<file path="src/rtl/bus_fifo_endpoint.sv">
// bus_fifo_endpoint
//   Bus endpoint with a TX FIFO (user -> bus) and an RX FIFO (bus -> user).
//   Both FIFOs are circular buffers with show-ahead heads. Protocol errors
//   are recorded in sticky flags that stay set until reset.
//
//   Optional feature macro: ENDPOINT_ID_CHECK_EN
//     When this macro is defined, a delivered packet is kept only if its
//     destination field matches id or broadcast. Every packet that is
//     discarded this way increments the saturating counter misroute_cnt.
//
// Parameters
//   width      packet width; bits [width-1:width-8] hold the destination ID
//   depth      entries per FIFO (power of two, >= 2)
//   id         this endpoint's 8-bit address
//   broadcast  destination ID accepted by every endpoint
//
// Ports
//   clk, reset     clock; asynchronous active-high reset
//   tx_wr/tx_data  user write into TX FIFO;  tx_full = TX holds depth entries
//   pndng/D_pop    TX non-empty request and show-ahead head to the bus
//   pop            bus consumes the TX head
//   push/D_push    bus delivers a packet into RX FIFO
//   rx_rd/rx_data  user read from RX FIFO (show-ahead head)
//   rx_empty       RX holds no entries;  rx_count = RX occupancy
//   err            sticky: [0] TX overflow, [1] pop on empty, [2] RX overflow
//   misroute_cnt   (ENDPOINT_ID_CHECK_EN only) count of discarded pushes
module bus_fifo_endpoint #(
    parameter int unsigned width     = 16,
    parameter int unsigned depth     = 8,
    parameter logic [7:0]  id        = 8'h00,
    parameter logic [7:0]  broadcast = 8'hFF
) (
    input  logic                     clk,
    input  logic                     reset,
    input  logic                     tx_wr,
    input  logic [width-1:0]         tx_data,
    output logic                     tx_full,
    output logic                     pndng,
    output logic [width-1:0]         D_pop,
    input  logic                     pop,
    input  logic                     push,
    input  logic [width-1:0]         D_push,
    input  logic                     rx_rd,
    output logic [width-1:0]         rx_data,
    output logic                     rx_empty,
    output logic [$clog2(depth):0]   rx_count,
    output logic [2:0]               err
`ifdef ENDPOINT_ID_CHECK_EN
    ,
    output logic [7:0]               misroute_cnt
`endif
);

    localparam int unsigned AW = $clog2(depth);
    localparam int unsigned CW = AW + 1;
    localparam logic [CW-1:0] FULL_CNT = CW'(depth);

    // TX FIFO state
    logic [width-1:0] tx_mem [depth];
    logic [AW-1:0]    tx_rp, tx_wp;
    logic [CW-1:0]    tx_cnt;

    // RX FIFO state
    logic [width-1:0] rx_mem [depth];
    logic [AW-1:0]    rx_rp, rx_wp;
    logic [CW-1:0]    rx_cnt;

    logic tx_pop_ok, tx_wr_ok, tx_ovf, pop_empty;
    logic rx_full, rx_rd_ok, push_acc, rx_wr_ok, rx_ovf;

    assign pndng    = (tx_cnt != '0);
    assign tx_full  = (tx_cnt == FULL_CNT);
    assign D_pop    = tx_mem[tx_rp];

    assign rx_empty = (rx_cnt == '0);
    assign rx_full  = (rx_cnt == FULL_CNT);
    assign rx_count = rx_cnt;
    assign rx_data  = rx_mem[rx_rp];

    // A pop that frees a slot in the same cycle lets a write into a full
    // FIFO proceed; the write lands in the slot being vacated.
    assign tx_pop_ok = pop & pndng;
    assign pop_empty = pop & ~pndng;
    assign tx_wr_ok  = tx_wr & (~tx_full | tx_pop_ok);
    assign tx_ovf    = tx_wr & tx_full & ~tx_pop_ok;

`ifdef ENDPOINT_ID_CHECK_EN
    logic [7:0] dest;
    logic       dest_match;
    logic       misroute;
    assign dest       = D_push[width-1 -: 8];
    assign dest_match = (dest == id) || (dest == broadcast);
    assign push_acc   = push & dest_match;
    assign misroute   = push & ~dest_match;
`else
    assign push_acc   = push;
`endif

    assign rx_rd_ok = rx_rd & ~rx_empty;
    assign rx_wr_ok = push_acc & (~rx_full | rx_rd_ok);
    assign rx_ovf   = push_acc & rx_full & ~rx_rd_ok;

    // Storage arrays carry no reset; contents are don't-care while empty.
    always_ff @(posedge clk) begin
        if (tx_wr_ok) tx_mem[tx_wp] <= tx_data;
        if (rx_wr_ok) rx_mem[rx_wp] <= D_push;
    end

    always_ff @(posedge clk or posedge reset) begin
        if (reset) begin
            tx_rp  <= '0;
            tx_wp  <= '0;
            tx_cnt <= '0;
            rx_rp  <= '0;
            rx_wp  <= '0;
            rx_cnt <= '0;
            err    <= '0;
        end else begin
            if (tx_pop_ok) tx_rp <= tx_rp + AW'(1);
            if (tx_wr_ok)  tx_wp <= tx_wp + AW'(1);
            tx_cnt <= tx_cnt + CW'(tx_wr_ok) - CW'(tx_pop_ok);

            if (rx_rd_ok) rx_rp <= rx_rp + AW'(1);
            if (rx_wr_ok) rx_wp <= rx_wp + AW'(1);
            rx_cnt <= rx_cnt + CW'(rx_wr_ok) - CW'(rx_rd_ok);

            err <= err | {rx_ovf, pop_empty, tx_ovf};
        end
    end

`ifdef ENDPOINT_ID_CHECK_EN
    always_ff @(posedge clk or posedge reset) begin
        if (reset) begin
            misroute_cnt <= '0;
        end else if (misroute && (misroute_cnt != 8'hFF)) begin
            misroute_cnt <= misroute_cnt + 8'd1;
        end
    end
`endif

endmodule
</file>
<file path="config.mk">
export PLATFORM = sky130hd
export DESIGN_NAME = bus_fifo_endpoint
export DESIGN_NICKNAME = d
export VERILOG_FILES = /design/src/rtl/bus_fifo_endpoint.sv
export SDC_FILE = /design/constraint.sdc
export NUM_CORES = 1
export LEC_CHECK = 0
export ABC_AREA = 0
export CORE_MARGIN = 1
export CORE_UTILIZATION = 35
export DETAILED_ROUTE_END_ITERATION = 8
export DONT_BUFFER_PORTS = 1
export PLACE_DENSITY_LB_ADDON = 0.15
export SYNTH_ARGS = -nofsm -noshare
export SYNTH_HDL_FRONTEND = slang
export SYNTH_SLANG_ARGS = --single-unit
export TNS_END_PERCENT = 10
</file>
<file path="constraint.sdc">
create_clock -name clk -period 3 [get_ports clk]
set_input_delay 0.6 -clock clk [delete_from_list [all_inputs] [get_ports clk]]
set_output_delay 0.6 -clock clk [all_outputs]
set_load 0.005 [all_outputs]
</file>
After elaboration in Yosys (flattened, before gate mapping):

Memory sizes are Yosys's and may differ from the RTL's.
Index checks and enable logic that the tools add are counted.
Widths: inputs -> output; s select.

* memories kept: 2
* bits in registers: 23
* logic and storage cells: 43
* input port bits: 38
* RAM bits: 256

* multiplexer cells: 4
* bitwise gates (word level): 18
* add/subtract/negate cells: 8
* reductions and logical operators: 2
* equal/unequal tests: 2

Memories
* rx_mem: depth 8, width 16, rd ports 1, clocked after memory_dff 0, write ports 1, RTL line 64 `logic [width-1:0] rx_mem [depth];`
* tx_mem: depth 8, width 16, rd ports 1, clocked after memory_dff 0, write ports 1, RTL line 59 `logic [width-1:0] tx_mem [depth];`

Operators by type and width (count)
* $add 3x1->3 const B: 4
* $and 1x1->1: 9
* $add 4x1->4: 2
* $eq 4x4->1 const B: 2
* $sub 4x1->4: 2
* $not 1->1: 6
* $logic_not 4->1: 1
* $mux 1: 4
* $reduce_bool 4->1: 1
* $or 3x3->3: 1
* $or 1x1->1: 2

Longest topological paths before layout:

* depth in word-level cells: 7
* mapped depth: 11
* depth with buffers taken out: 11

Worst setup path before layout:

Ideal clock, no wire load.

* kind: register to register
* start point: reg rx_cnt[2], in the netlist rx_count[2]
* end point: mem rx_mem[4][0], enable pin
* path slack: -0.271 ns
* period minus slack after synthesis: 3.271 ns
* arrival: 2.835 ns
* buffers on the path: 1
* stages on the path, launching flop included: 7
* setup time: 0.436 ns
* required time: 2.564 ns
* cell sequence: dfrtp_1 -> inv_1 -> ha_1 -> or3b_2 -> o21ai_1 -> buf_4 -> nor4b_1

* word-level cells in the longest chain between the ends: 7

Ends and longest elaborated chain
* from (decl): RTL line 66 `logic [CW-1:0] rx_cnt;`
* from (signal assigned): RTL line 125 `rx_cnt <= rx_cnt + CW'(rx_wr_ok) - CW'(rx_rd_ok);`
* $logic_not 4->1: RTL line 75 `assign rx_empty = (rx_cnt == '0);`
* $not 1->1: RTL line 99 `assign rx_rd_ok = rx_rd & ~rx_empty;`
* $and 1x1->1: RTL line 99
* $or 1x1->1 (*): RTL line 100 `assign rx_wr_ok = push_acc & (~rx_full | rx_rd_ok);`
* $and 1x1->1 (*): RTL line 100
* $mux 1 (*): RTL line 106 `if (rx_wr_ok) rx_mem[rx_wp] <= D_push;`
* $mux 1 (implied by the code) (*): RTL line 106
* to (decl): RTL line 64

Every way passes the cells marked *; elsewhere a longest branch is shown, timed or not.

Worst setup path in the final report:

* start point: reg tx_rp[0]
* end point: out D_pop[11]

* word-level cells in the longest chain between the ends: 1

Ends and longest elaborated chain
* from (decl): RTL line 60 `logic [AW-1:0] tx_rp, tx_wp;`
* from (signal assigned): RTL line 119 `if (tx_pop_ok) tx_rp <= tx_rp + AW'(1);`
* $mem_v2 8x16
* to (decl): RTL line 39 `output logic [width-1:0] D_pop,`

No other way between the ends.

==> flow_summary_export.csv <==
group,metric,value,unit
run_status,outcome,"finished clean",
layout,syn2layout_area_growth,14.7,%
pwr,peakVddDrop,0.562,mV
timing,grt_setup_unrepaired,"false",
place,place.gp.congestion,0.724,
drt,drc,0,
logic_synthesis,yosysUniqueCellTypes,35,
drt,drtAntennaViolNets,0,
floorplanning,start_util,36.0,%
timing,worst_pin_slew,1080,ps
critical_path,cp_max_fo,32,
clocking,root_buffer,"clkbuf_16",
pwr,power.internal,8.88,mW
logic_synthesis,synth-seq-area-share,74.1,%
critical_path,critPathRequiredTime,2400,ps
floorplanning,rows,64,
pwr,powerDensity,967,nW/um^2
grt,grt_pass1_vias,5364,
clocking,cts_resized,0,
place,dp_hpwl,12100,um
floorplanning,die_w,181,um
logic_synthesis,netlist_area,11200,um^2
timing,finClkSkew,10.5,ps
clocking,numClockSinks,279,
grt,gr-total-overflow,0,
timing,tns,0,ps
critical_path,critPathCaptureType,"output pin",
clocking,clk_latency,540,ps
timing,period_minus_slack,2790,ps
pwr,netSwitchingPower,3.49,mW
drt,vias,4809,
timing,fin_ws,215,ps
critical_path,criticalPathCategory,"reg2out",
clocking,clk_pin_slew,60,ps
place,port_buffers,0,
floorplanning,core_area,31000,um^2
drt,first_iter_violations,234,
pwr,seq_power_share,42.7,%
grt,antenna_found_initial,0,
drt,wirelength,21400,um
logic_synthesis,dominantRegCellSynth,"edfxtp_1",
logic_synthesis,yosys_warnings,0,
floorplanning,die_area,32600,um^2
critical_path,critPathLaunchType,"register",
job,drv_cap,0,
clocking,cts_made_buffers,31,
grt,grt_usage,13.4,%
logic_synthesis,ys_ff_latch,279,
timing,hold_viol,0,
logic_synthesis,async_reset_ff_share,8.24,%
min_path,hold_path_class,"in2async",
logic_synthesis,avgSynthCellArea,22.4,um^2
floorplanning,die_h,181,um
timing,drv_slew,0,
logic_synthesis,syn_nets,553,
timing,setup_violations,0,
pwr,pwr-share-comb,26.5,%
clocking,postCtsSetupBuffers,0,
layout,final_cell_mix,"edfxtp_1, mux4_1, mux2_2, clkbuf_16, dfrtp_1",
floorplanning,pin_count,80,
drt,wl_per_cell,22.6,um
clocking,cts_tree,"built",
pwr,p_clk_share,30.8,%
timing,slew_headroom,27.5,%
timing,period_share,92.8,%
critical_path,arrival,2190,ps
pwr,switching_share,28.2,%
clocking,clockBufferDepth,3,
layout,fillCellCount,2675,
clocking,holdBufCountCts,0,
grt,grt_max_degree,35,
logic_synthesis,postSynthCellCount,497,
layout,final_common_cell,"edfxtp_1",
clocking,cts_htree_levels,1,
grt,grt_pass1_wl,32600,um
layout,final_layout_size_suffix_gt1_share,24.7,%
drt,drt_pre_antenna_iters,4,
pwr,p_leak,4.33,nW
timing,fmax,359,MHz
layout,antenna_cells,0,
layout,fin_nets,582,
place,place_ws,317,ps
drt,vias_per_cell,5.08,
logic_synthesis,synth_edf_count,256,
final timing paths:
kind,start,endpoint,slack [ps],depth (start not counted)
worst max-delay path,tx_rp[0],D_pop[11],210,3
worst min-delay path,reset,rx_count[2],150,1
worst max register to register,tx_cnt[2],tx_cnt[3],320,10
worst min register to register,rx_rp[2],rx_rp[2],470,1
max in group asynchronous,reset,rx_rp[1],2220,1
min in group clk,D_push[9],rx_mem[5][9],150,0
per-stage QoR:
stage / cells / cell area [um^2] / hold slack [ps] / util, % / power, mW
2_1_floorplan: 497 / 11200 / 460 / - / 7.78
3_3_place_gp: 889 / 11800 / 466 / 37.9 / 8.66
3_5_place_dp: 889 / 11800 / 466 / 37.9 / 8.77
4_1_cts: 946 / 12800 / 120 / 41.3 / 12.6
5_1_grt: 946 / 12800 / 111 / 41.3 / 13.0
6_report: 946 / 12800 / 149 / 41.3 / 12.4
state kept, by name, summed over array words and instances, names as in the netlist:
| register | cells |
|---|---|
| rx_mem | 128 |
| tx_mem | 128 |
| rx_count | 4 |
| tx_cnt | 4 |
| err | 3 |
| rx_rp | 3 |
| rx_wp | 3 |
| tx_rp | 3 |
| tx_wp | 3 |
routing by layer:
layer	GRT usage, %	routed length [um]	up-vias	part of all wire (%)
met5	0	0	-	0
met4	3.18	420	0	2.0
met3	3.35	1060	29	5.0
met2	22.9	10600	84	50
met1	17.2	9300	2554	43
li1	-	-	2142	-
cell type report:
type / instances / area [um^2] / area share, %
timing repair buffer: 20 / 175 / 1.37
tap: 396 / 495 / 3.87
sequential: 279 / 8260 / 64.6
clock buffer: 35 / 791 / 6.18
inverter: 17 / 63.8 / 0.499
clock inverter: 22 / 246 / 1.93
multi-input combinational: 177 / 2760 / 21.5
synthesized netlist by cell type (2+ instances only):
master	number	area [um^2]
buf_1	5	18.8
nand3b_1	2	15.0
o211ai_1	3	22.5
mux2_2	36	405
nor4b_1	3	26.3
xnor2_1	8	70.1
nand3_1	2	10.0
a21o_1	2	15.0
edfxtp_1	256	7690
mux4_1	49	1290
buf_2	6	30.0
dfrtp_1	23	576
nor3_1	5	25.0
a21oi_1	2	10.0
ha_1	16	200
xor2_1	4	35.0
nand2_1	4	15.0
nor4_1	2	12.5
nor2b_1	2	12.5
fa_1	2	40.0
nand2b_1	3	18.8
nor2_1	8	30.0
or3b_2	2	17.5
inv_1	17	63.8
buf_6	8	90.1
mux4_2	15	338
clkbuf_1	4	15.0
power groups by stage:
stage,logic [mW],clock network [mW],registers [mW]
3_3_place_gp,3.34,0,5.33
6_report,3.27,3.82,5.28
5_1_grt,3.59,4.08,5.35
3_5_place_dp,3.40,0,5.37
4_1_cts,3.42,3.91,5.29
2_1_floorplan,2.58,0,5.20
kinds of logic (layout without fill, tap and decap cells):
| logic type | count (synthesis) | in the layout | share of synthesized area (%) |
|---|---|---|---|
| AND/OR/NAND/NOR | 35 | 35 | 1.81 |
| adder cells (fa/ha/maj) | 18 | 18 | 2.15 |
| buffers and inverters | 41 | 94 | 2.02 |
| XOR/XNOR | 12 | 12 | 0.942 |
| multiplexers | 100 | 100 | 18.2 |
| flip-flops | 279 | 279 | 74.1 |
| AO/OA/AOI/OAI | 12 | 12 | 0.785 |
critical path, cell delays in order (launching register included):
cell     delay, ps
dfrtp_1        430
buf_12         270
mux4_1         600
mux2_2         330
Note: power is estimated with default switching activity, not from simulation.
